File: src/rtl/timer_ctrl_if.sv
// Control/status bundle for timer_ctrl.
// Optional prescale field: TIMER_CTRL_PRESCALE_EN.
interface timer_ctrl_if #(
  parameter int WIDTH = 8
`ifdef TIMER_CTRL_PRESCALE_EN
  , parameter int PRE_W = 4
`endif
);
  logic             start;
  logic             stop;
  logic             clear;
  logic             mode;
  logic [WIDTH-1:0] period;
  logic [WIDTH-1:0] count;
  logic             busy;
  logic             tick;
  logic             done;
`ifdef TIMER_CTRL_PRESCALE_EN
  logic [PRE_W-1:0] prescale;

  modport master (
    output start, stop, clear, mode,
    output period, prescale,
    input  count, busy, tick, done
  );

  modport slave (
    input  start, stop, clear, mode,
    input  period, prescale,
    output count, busy, tick, done
  );
`else
  modport master (
    output start, stop, clear, mode, period,
    input  count, busy, tick, done
  );

  modport slave (
    input  start, stop, clear, mode, period,
    output count, busy, tick, done
  );
`endif
endinterface

File: src/rtl/timer_ctrl.sv
// Start/pause/resume/abort controller around an up-counter.
// Optional prescaler: define TIMER_CTRL_PRESCALE_EN.
module timer_ctrl #(
  parameter int WIDTH = 8
`ifdef TIMER_CTRL_PRESCALE_EN
  , parameter int PRE_W = 4
`endif
) (
  input logic         clk,
  input logic         res,
  timer_ctrl_if.slave bus
);

  typedef enum logic [1:0] {
    IDLE,
    RUN,
    PAUSE,
    DONE
  } state_t;

  state_t           state;
  logic [WIDTH-1:0] period_q;
  logic             mode_q;
  logic             step;

`ifdef TIMER_CTRL_PRESCALE_EN
  logic [PRE_W-1:0] pre_q;
  logic [PRE_W-1:0] pre_s;

  assign step = (pre_q == pre_s);
`else
  assign step = 1'b1;
`endif

  always_ff @(posedge clk) begin
    if (res) begin
      state     <= IDLE;
      period_q  <= '0;
      mode_q    <= 1'b0;
      bus.count <= '0;
      bus.busy  <= 1'b0;
      bus.tick  <= 1'b0;
      bus.done  <= 1'b0;
`ifdef TIMER_CTRL_PRESCALE_EN
      pre_q     <= '0;
      pre_s     <= '0;
`endif
    end else begin
      bus.tick <= 1'b0;
      if (bus.clear) begin
        state     <= IDLE;
        bus.count <= '0;
        bus.busy  <= 1'b0;
        bus.done  <= 1'b0;
`ifdef TIMER_CTRL_PRESCALE_EN
        pre_q     <= '0;
`endif
      end else begin
        unique case (state)
          IDLE, DONE: begin
            if (bus.start) begin
              state     <= RUN;
              period_q  <= bus.period;
              mode_q    <= bus.mode;
              bus.count <= '0;
              bus.busy  <= 1'b1;
              bus.done  <= 1'b0;
`ifdef TIMER_CTRL_PRESCALE_EN
              pre_q     <= '0;
              pre_s     <= bus.prescale;
`endif
            end
          end
          RUN: begin
            if (bus.stop) begin
              state <= PAUSE;
            end else begin
`ifdef TIMER_CTRL_PRESCALE_EN
              pre_q <= step ? '0 : pre_q + 1'b1;
`endif
              // terminal count: wrap and pulse
              if (step && bus.count == period_q) begin
                bus.count <= '0;
                bus.tick  <= 1'b1;
                if (!mode_q) begin
                  state    <= DONE;
                  bus.busy <= 1'b0;
                  bus.done <= 1'b1;
                end
              end else if (step) begin
                bus.count <= bus.count + 1'b1;
              end
            end
          end
          PAUSE: begin
            if (bus.start && !bus.stop) begin
              state <= RUN;
            end
          end
        endcase
      end
    end
  end

endmodule

File: src/flat_wrapper.sv
// flat-port wrapper written by rule: the top's interface ports become plain ports
module timer_ctrl_flat 
#(
  parameter int WIDTH = 8

)
  (clk, res, bus_start, bus_stop, bus_clear, bus_mode, bus_period, bus_count, bus_busy, bus_tick, bus_done);
  timer_ctrl_if #(.WIDTH(WIDTH)) bus_i ();
  input logic clk;
  input logic res;
  input wire logic [$bits(bus_i.start)-1:0] bus_start;
  input wire logic [$bits(bus_i.stop)-1:0] bus_stop;
  input wire logic [$bits(bus_i.clear)-1:0] bus_clear;
  input wire logic [$bits(bus_i.mode)-1:0] bus_mode;
  input wire logic [$bits(bus_i.period)-1:0] bus_period;
  output wire logic [$bits(bus_i.count)-1:0] bus_count;
  output wire logic [$bits(bus_i.busy)-1:0] bus_busy;
  output wire logic [$bits(bus_i.tick)-1:0] bus_tick;
  output wire logic [$bits(bus_i.done)-1:0] bus_done;
  assign bus_i.start = bus_start;
  assign bus_i.stop = bus_stop;
  assign bus_i.clear = bus_clear;
  assign bus_i.mode = bus_mode;
  assign bus_i.period = bus_period;
  assign bus_count = bus_i.count;
  assign bus_busy = bus_i.busy;
  assign bus_tick = bus_i.tick;
  assign bus_done = bus_i.done;
  timer_ctrl #(.WIDTH(WIDTH)) u_core (.clk(clk), .res(res), .bus(bus_i));
endmodule
File: config.mk
export PLATFORM = sky130hd
export DESIGN_NAME = timer_ctrl_flat
export DESIGN_NICKNAME = d
export VERILOG_FILES = /design/src/rtl/timer_ctrl_if.sv /design/src/rtl/timer_ctrl.sv /design/src/flat_wrapper.sv
export SDC_FILE = /design/constraint.sdc
export NUM_CORES = 1
export LEC_CHECK = 0
export CAP_MARGIN = 15
export CORE_ASPECT_RATIO = 0.9
export CORE_MARGIN = 1
export CORE_UTILIZATION = 44
export CTS_CLUSTER_SIZE = 40
export DETAILED_ROUTE_END_ITERATION = 12
export HOLD_SLACK_MARGIN = 0.05
export PLACE_DENSITY = 0.74
export SYNTH_ARGS = -nofsm -noshare
export SYNTH_HDL_FRONTEND = slang
export SYNTH_SLANG_ARGS = --single-unit
File: constraint.sdc
create_clock -name clk -period 2 [get_ports clk]
set_input_delay 0.2 -clock clk [delete_from_list [all_inputs] [get_ports clk]]
set_output_delay 0.2 -clock clk [all_outputs]
set_load 0.01 [all_outputs]
# --- Word level (Yosys, flattened, before mapping) ---
# Cells that the tools add are included.
totals:
  ff_bits: 22
  latch_bits: 0
  ram_bits: 0
  romBits: 0
  in_bits: 14
  out_inout_bits: 11
  wordCells: 53
  n_memories: 0
classes:
  addsub: 1
  n_mul: 0
  n_div: 0
  order_cmp: 0
  n_eq_ne: 11
  n_shift: 0
  mux: 21
  bitwise_logic: 2
  n_reduce_logical: 11
op_table:
  columns: ["op", "count"]
  rows:
  - ["$mux W8", 3]
  - ["$pmux W8 S2", 1]
  - ["$mux W2", 5]
  - ["$mux W1", 9]
  - ["$add A8 B1 Y8 const B", 1]
  - ["$eq A8 B8 Y1", 1]
  - ["$ne A2 B2 Y1 const B", 3]
  - ["$pmux W2 S3", 1]
  - ["$reduce_and A3 Y1", 2]
  - ["$reduce_and A5 Y1", 1]
  - ["$eq A2 B2 Y1 const B", 2]
  - ["$ne A2 B1 Y1 const B", 2]
  - ["$pmux W1 S2", 2]
  - ["$reduce_and A4 Y1", 1]
  - ["$reduce_or A2 Y1", 2]
  - ["$reduce_or A4 Y1", 1]
  - ["$ne A3 B2 Y1 const B", 1]
  - ["$ne A3 B3 Y1 const B", 1]
  - ["$eq A2 B1 Y1 const B", 1]
  - ["$logic_not A2 Y1", 1]
  - ["$not A1 Y1", 2]
  - ["$reduce_bool A2 Y1", 1]
  - ["$logic_and A1 B1 Y1", 1]
  - ["$logic_not A1 Y1", 1]

# --- Logic depth before layout (Yosys ltp) ---
depth:
  word_depth: 4
  depth_mapped: 7

# --- Worst setup path before layout ---
# No wires, ideal clock.
synth_path:
  path_kind: "register to register"
  from: "reg u_core.state[0]"
  to: "reg u_core.bus.count[7]"
  setup_ns: 0.086
  arrival_ns: 1.757
  t_required_ns: 1.914
  slack_ns: 0.157
  path_stages_with_launch: 7
  path_cell_list: "dfxtp_1 inv_1 ha_1 or2b_4 nand4b_4 or4_4 a221oi_2"
synth_between:
  elab_chain_cells: 4
  elab_cells_between_ends: 9
synth_rtl:
  columns: ["item", "line_no", "text"]
  rows:
  - ["from (decl)", "timer_ctrl.sv:21", "state_t state;"]
  - ["from (signal assigned)", "timer_ctrl.sv:37", "state <= IDLE;"]
  - ["from (signal assigned)", "timer_ctrl.sv:51", "state <= IDLE;"]
  - ["from (signal assigned)", "timer_ctrl.sv:62", "state <= RUN;"]
  - ["$eq A2 B2 Y1 / $logic_not A2 Y1 (equally long branches)", "timer_ctrl.sv:59", "unique case (state)"]
  - ["$reduce_or A2 Y1", "timer_ctrl.sv:59", null]
  - ["$ne A2 B2 Y1 (no source line) / $reduce_bool A2 Y1 (equally long branches)", null, null]
  - ["$reduce_and A3 Y1 (no source line)", null, null]
  - ["to (signal assigned)", "timer_ctrl.sv:91", "bus.count <= bus.count + 1'b1;"]
  - ["to (decl)", "timer_ctrl_if.sv:40", "output count, busy, tick, done"]
# Several ways; a longest one is shown, not always the timed one.
# A chain may end at the register's enable or synchronous reset.

# --- Worst setup path in the final report ---
layout_path:
  from: "reg u_core.state[1]"
  to: "reg u_core.bus.count[7]"
# The elaborated chain is that of the path after synthesis.

==> flow_summary.html <==
<table>
<tr><th>Metric</th><th>Value</th></tr>
<tr><th colspan="2">Layout</th></tr>
<tr><td>Number of antenna diodes</td><td>0</td></tr>
<tr><td>Most used cells in the layout excluding fill and tap cells</td><td>sky130_fd_sc_hd__clkdlybuf4s50_1 (24), sky130_fd_sc_hd__nand2_1 (23), sky130_fd_sc_hd__dfxtp_1 (21), sky130_fd_sc_hd__xnor2_1 (10), sky130_fd_sc_hd__a21oi_1 (9)</td></tr>
<tr><td>Nets@finish</td><td>170</td></tr>
<tr><td>Share of layout cells above drive strength 1</td><td>11.3%</td></tr>
<tr><td>Most common cell after layout, fill and taps aside</td><td>sky130_fd_sc_hd__clkdlybuf4s50_1</td></tr>
<tr><td>Non-filler instance count after layout</td><td>178</td></tr>
<tr><td>Count of fill cells added during filler insertion</td><td>204</td></tr>
<tr><td>Signed area change from the synthesized netlist to the final layout</td><td>29.0%</td></tr>
<tr><th colspan="2">Yosys</th></tr>
<tr><td>Post-synth ARST share</td><td>0%</td></tr>
<tr><td>Avg Inst Size Synth</td><td>8.73 sq um</td></tr>
<tr><td>Part of the Yosys area used for sequential elements</td><td>40.4%</td></tr>
<tr><td>Flop and latch count out of synthesis</td><td>22</td></tr>
<tr><td>Synthesized instance count</td><td>125</td></tr>
<tr><td>Combinational family with the most area after synthesis</td><td>simple AND/OR/NAND/NOR gates</td></tr>
<tr><td>YS warnings</td><td>0</td></tr>
<tr><td>Area of the mapped netlist</td><td>1090 sq um</td></tr>
<tr><td>Synth Area in Compound Gates</td><td>19.5%</td></tr>
<tr><td>Cell type contributing the most total cell area after synthesis</td><td>sky130_fd_sc_hd__dfxtp_1</td></tr>
<tr><td>Net Count, Synth</td><td>142</td></tr>
<tr><td>Simple-gate area share of the yosys netlist</td><td>23.6%</td></tr>
<tr><td>EDFF count, synth</td><td>0</td></tr>
<tr><td>Top cells by area in the synthesized netlist</td><td>sky130_fd_sc_hd__dfxtp_1 (40%), sky130_fd_sc_hd__xnor2_1 (8.0%), sky130_fd_sc_hd__nand2_1 (7.9%), sky130_fd_sc_hd__a21oi_1 (4.1%), sky130_fd_sc_hd__a221oi_1 (4.0%)</td></tr>
<tr><td>Area share of fa/ha/maj cells after synthesis</td><td>3.44%</td></tr>
<tr><td>Multiplexer share of the synthesized area</td><td>1.83%</td></tr>
<tr><td>Top cell type's share of synthesized area</td><td>40.4%</td></tr>
<tr><td>Top flip-flop cell by instance count after synthesis</td><td>sky130_fd_sc_hd__dfxtp_1</td></tr>
<tr><td>Xor/xnor share of the synthesized area</td><td>8.03%</td></tr>
<tr><td>Count of cell types in the netlist</td><td>32</td></tr>
<tr><th colspan="2">Setup path</th></tr>
<tr><td>Bufs and invs on worst path</td><td>1</td></tr>
<tr><td>Crit-path cells</td><td>inv_1 &gt; ha_1 &gt; nand2_1 &gt; nand4b_4 &gt; or4_4 &gt; a221oi_2</td></tr>
<tr><td>Required @ worst endpoint</td><td>2.25 ns</td></tr>
<tr><td>Longest individual stage delay on the worst path</td><td>0.50 ns</td></tr>
<tr><td>Cell with the largest stage delay on the worst path</td><td>sky130_fd_sc_hd__or4_4</td></tr>
<tr><td>Setup crit start kind</td><td>flop</td></tr>
<tr><td>Worst endpoint data arrival time</td><td>2.13 ns</td></tr>
<tr><td>Top delay family on crit path</td><td>simple AND/OR/NAND/NOR gates</td></tr>
<tr><td>Classification of the worst setup path</td><td>flop to flop</td></tr>
<tr><td>Endpoint kind of the worst setup timing path</td><td>flop</td></tr>
<tr><td>Largest fanout on the critical path</td><td>6</td></tr>
<tr><th colspan="2">STA</th></tr>
<tr><td>Share of the clock period used by the worst path after layout</td><td>93.9%</td></tr>
<tr><td>Actual slew at the worst max-slew pin</td><td>0.547 ns</td></tr>
<tr><td>Fmax</td><td>0.533 GHz</td></tr>
<tr><td>Final setup fails</td><td>0</td></tr>
<tr><td>Worst slack on hold paths</td><td>0.423 ns</td></tr>
<tr><td>Clock Skew</td><td>0.0188 ns</td></tr>
<tr><td>Slew Limit Headroom</td><td>63.4%</td></tr>
<tr><td>Max Slew Vio Count</td><td>0</td></tr>
<tr><td>Number of hold-slack violations in the final timing report</td><td>0</td></tr>
<tr><td>RSZ-0062 raised after global routing</td><td>yes</td></tr>
<tr><td>Final critical-path required period</td><td>1.88 ns</td></tr>
<tr><th colspan="2">Clock tree</th></tr>
<tr><td>Post-cts resize count</td><td>0</td></tr>
<tr><td>Root Driver</td><td>sky130_fd_sc_hd__clkbuf_4</td></tr>
<tr><td>CTS tree</td><td>yes</td></tr>
<tr><td>Number of buffers created by CTS</td><td>3</td></tr>
<tr><td>Count of hold buffers inserted by post-cts repair</td><td>0</td></tr>
<tr><td># clock sinks</td><td>22</td></tr>
<tr><td>Later-pin clock latency in the skew report</td><td>0.33 ns</td></tr>
<tr><td>Buffers inserted by post-CTS timing repair</td><td>0</td></tr>
<tr><td>Clock transition at the register clock pins on the worst setup and hold paths after CTS</td><td>0.13 ns</td></tr>
<tr><td>Maximum buffer depth of the clock tree</td><td>2</td></tr>
<tr><td>Count of H-tree levels built during CTS</td><td>1</td></tr>
<tr><th colspan="2">Detailed routing</th></tr>
<tr><td>Post-DR wirelength/cell</td><td>13.3 um</td></tr>
<tr><td>Starting DRT DRC Count</td><td>28</td></tr>
<tr><td>Vias post-DR</td><td>1006</td></tr>
<tr><td>Vias per inst</td><td>5.65</td></tr>
<tr><td>Number of detailed-routing iterations run before antenna repair</td><td>4</td></tr>
<tr><td>Count of nets left with antenna violations after detail routing</td><td>0</td></tr>
<tr><td>Aggregate routed wire length</td><td>2.36 mm</td></tr>
<tr><td>DRC violations left</td><td>0</td></tr>
<tr><th colspan="2">Status</th></tr>
<tr><td>Result of the run</td><td>finished clean</td></tr>
<tr><th colspan="2">Floorplanning</th></tr>
<tr><td>X dimension of the die</td><td>54.5 um</td></tr>
<tr><td>Area of the core</td><td>2260 sq um</td></tr>
<tr><td>I/O pin count</td><td>25</td></tr>
<tr><td>Number of placement rows</td><td>16</td></tr>
<tr><td>Die H</td><td>49.2 um</td></tr>
<tr><td>Die area</td><td>2680 sq um</td></tr>
<tr><td>Starting Density</td><td>48.2%</td></tr>
<tr><th colspan="2">GRT</th></tr>
<tr><td>Global-route wire length before repair</td><td>4.09 mm</td></tr>
<tr><td>GRT Total Usage</td><td>21.6%</td></tr>
<tr><td>Pin count of the biggest net entering global routing</td><td>13</td></tr>
<tr><td>Total congestion overflow after global routing</td><td>0</td></tr>
<tr><td>Vias in the first global route</td><td>880</td></tr>
<tr><td>Number of antenna violations at the first check in global routing</td><td>0</td></tr>
<tr><th colspan="2">Place</th></tr>
<tr><td>HPWL Detailed</td><td>1.76 mm</td></tr>
<tr><td>Last weighted congestion value of the routability-driven placer</td><td>0.845</td></tr>
<tr><td>Post-placement cell count</td><td>175</td></tr>
<tr><td>IO Port Bufs</td><td>24</td></tr>
<tr><th colspan="2">Power</th></tr>
<tr><td>Leakage</td><td>0.000475 uW</td></tr>
<tr><td>Max VDD drop</td><td>0.470 mV</td></tr>
<tr><td>Power per unit of standard cell area</td><td>586 nW/um^2</td></tr>
<tr><th colspan="2">Flow run</th></tr>
<tr><td>Max cap viols</td><td>0</td></tr>
<tr><th colspan="2">Min path</th></tr>
<tr><td>Classification of the worst-slack hold path</td><td>input pin to flop</td></tr>
</table>
[layout make-up]
class	count	area (sq um)	area share, %
tap	27	33.8	2.40
clock buffer	3	22.5	1.60
multi-input combinational	94	628	44.6
inverter	5	18.8	1.33
timing repair buffer	27	263	18.7
sequential	22	442	31.4
[routing by layer]
metal | track usage, % | up-vias | part of all wire, %
li1 | - | 508 | -
met4 | 7.69 | 0 | 1.5
met5 | 0 | - | 0
met2 | 31.1 | 22 | 46
met1 | 29.8 | 472 | 48
met3 | 6.54 | 4 | 4.6
[through the flow]
step	worst slack (ns)	total power, uW	instance area, sq um	TNS (ns)	utilization [%]
3_5_place_dp	0.0550	623	1370	0	60.6
4_1_cts	0.0274	821	1390	0	61.6
3_3_place_gp	0.122	619	1370	0	60.6
5_1_grt	-0.00629	873	1410	-0.00629	62.2
2_1_floorplan	0.157	564	1090	0	-
6_report	0.123	824	1410	0	62.2
[registers in the layout, summed over array words and instances (netlist names)]
register          cells
u_core.bus.count      8
u_core.bus.done       1
u_core.bus.tick       1
u_core.state          2
u_core.period_q       8
u_core.mode_q         1
u_core.bus.busy       1
[synthesized netlist by cell type, types with 2 or more instances]
library cell,instances
sky130_fd_sc_hd__or2_2,3
sky130_fd_sc_hd__nand2_1,23
sky130_fd_sc_hd__o21ai_0,6
sky130_fd_sc_hd__or3_1,3
sky130_fd_sc_hd__a221oi_1,5
sky130_fd_sc_hd__nor2_1,5
sky130_fd_sc_hd__a211oi_1,3
sky130_fd_sc_hd__inv_1,5
sky130_fd_sc_hd__mux2i_1,2
sky130_fd_sc_hd__xnor2_1,10
sky130_fd_sc_hd__a21oi_1,9
sky130_fd_sc_hd__o31a_1,2
sky130_fd_sc_hd__clkbuf_1,3
sky130_fd_sc_hd__ha_1,3
sky130_fd_sc_hd__dfxtp_1,22
sky130_fd_sc_hd__nand4_1,4
sky130_fd_sc_hd__nand3_1,2
[kinds of logic after synthesis]
family	Yosys count
fa+ha+maj	3
mux	2
xor+xnor	10
compound gates	31
flops	22
buf+inv	9
simple gates	48
[worst reg2reg max path, stage by stage (launching register included)]
cell,delay (ns)
sky130_fd_sc_hd__dfxtp_1,0.41
sky130_fd_sc_hd__inv_1,0.09
sky130_fd_sc_hd__ha_1,0.25
sky130_fd_sc_hd__nand2_1,0.18
sky130_fd_sc_hd__nand4b_4,0.14
sky130_fd_sc_hd__or4_4,0.50
sky130_fd_sc_hd__a221oi_2,0.24
[path summary, 6_finish.rpt]
path | endpoint | startpoint | slack [ns] | depth (start not counted)
hold / removal | u_core.period_q[4]$_SDFFE_PP0P_ | bus_period[4] | 0.42 | 3
hold reg to reg | u_core.period_q[7]$_SDFFE_PP0P_ | u_core.period_q[7]$_SDFFE_PP0P_ | 0.48 | 2
setup reg to reg | u_core.bus.count[7]$_SDFFE_PP0P_ | u_core.state[1]$_SDFFE_PP0P_ | 0.12 | 6
setup / recovery | u_core.bus.count[7]$_SDFFE_PP0P_ | u_core.state[1]$_SDFFE_PP0P_ | 0.12 | 6
[where the power goes]
part	switching [uW]	total, uW	internal (uW)
registers	11.7	465	453
logic	78.8	151	72.4
clock network	137	208	70.7
total	228	824	596
No activity file was read; power rests on OpenSTA's default activity.
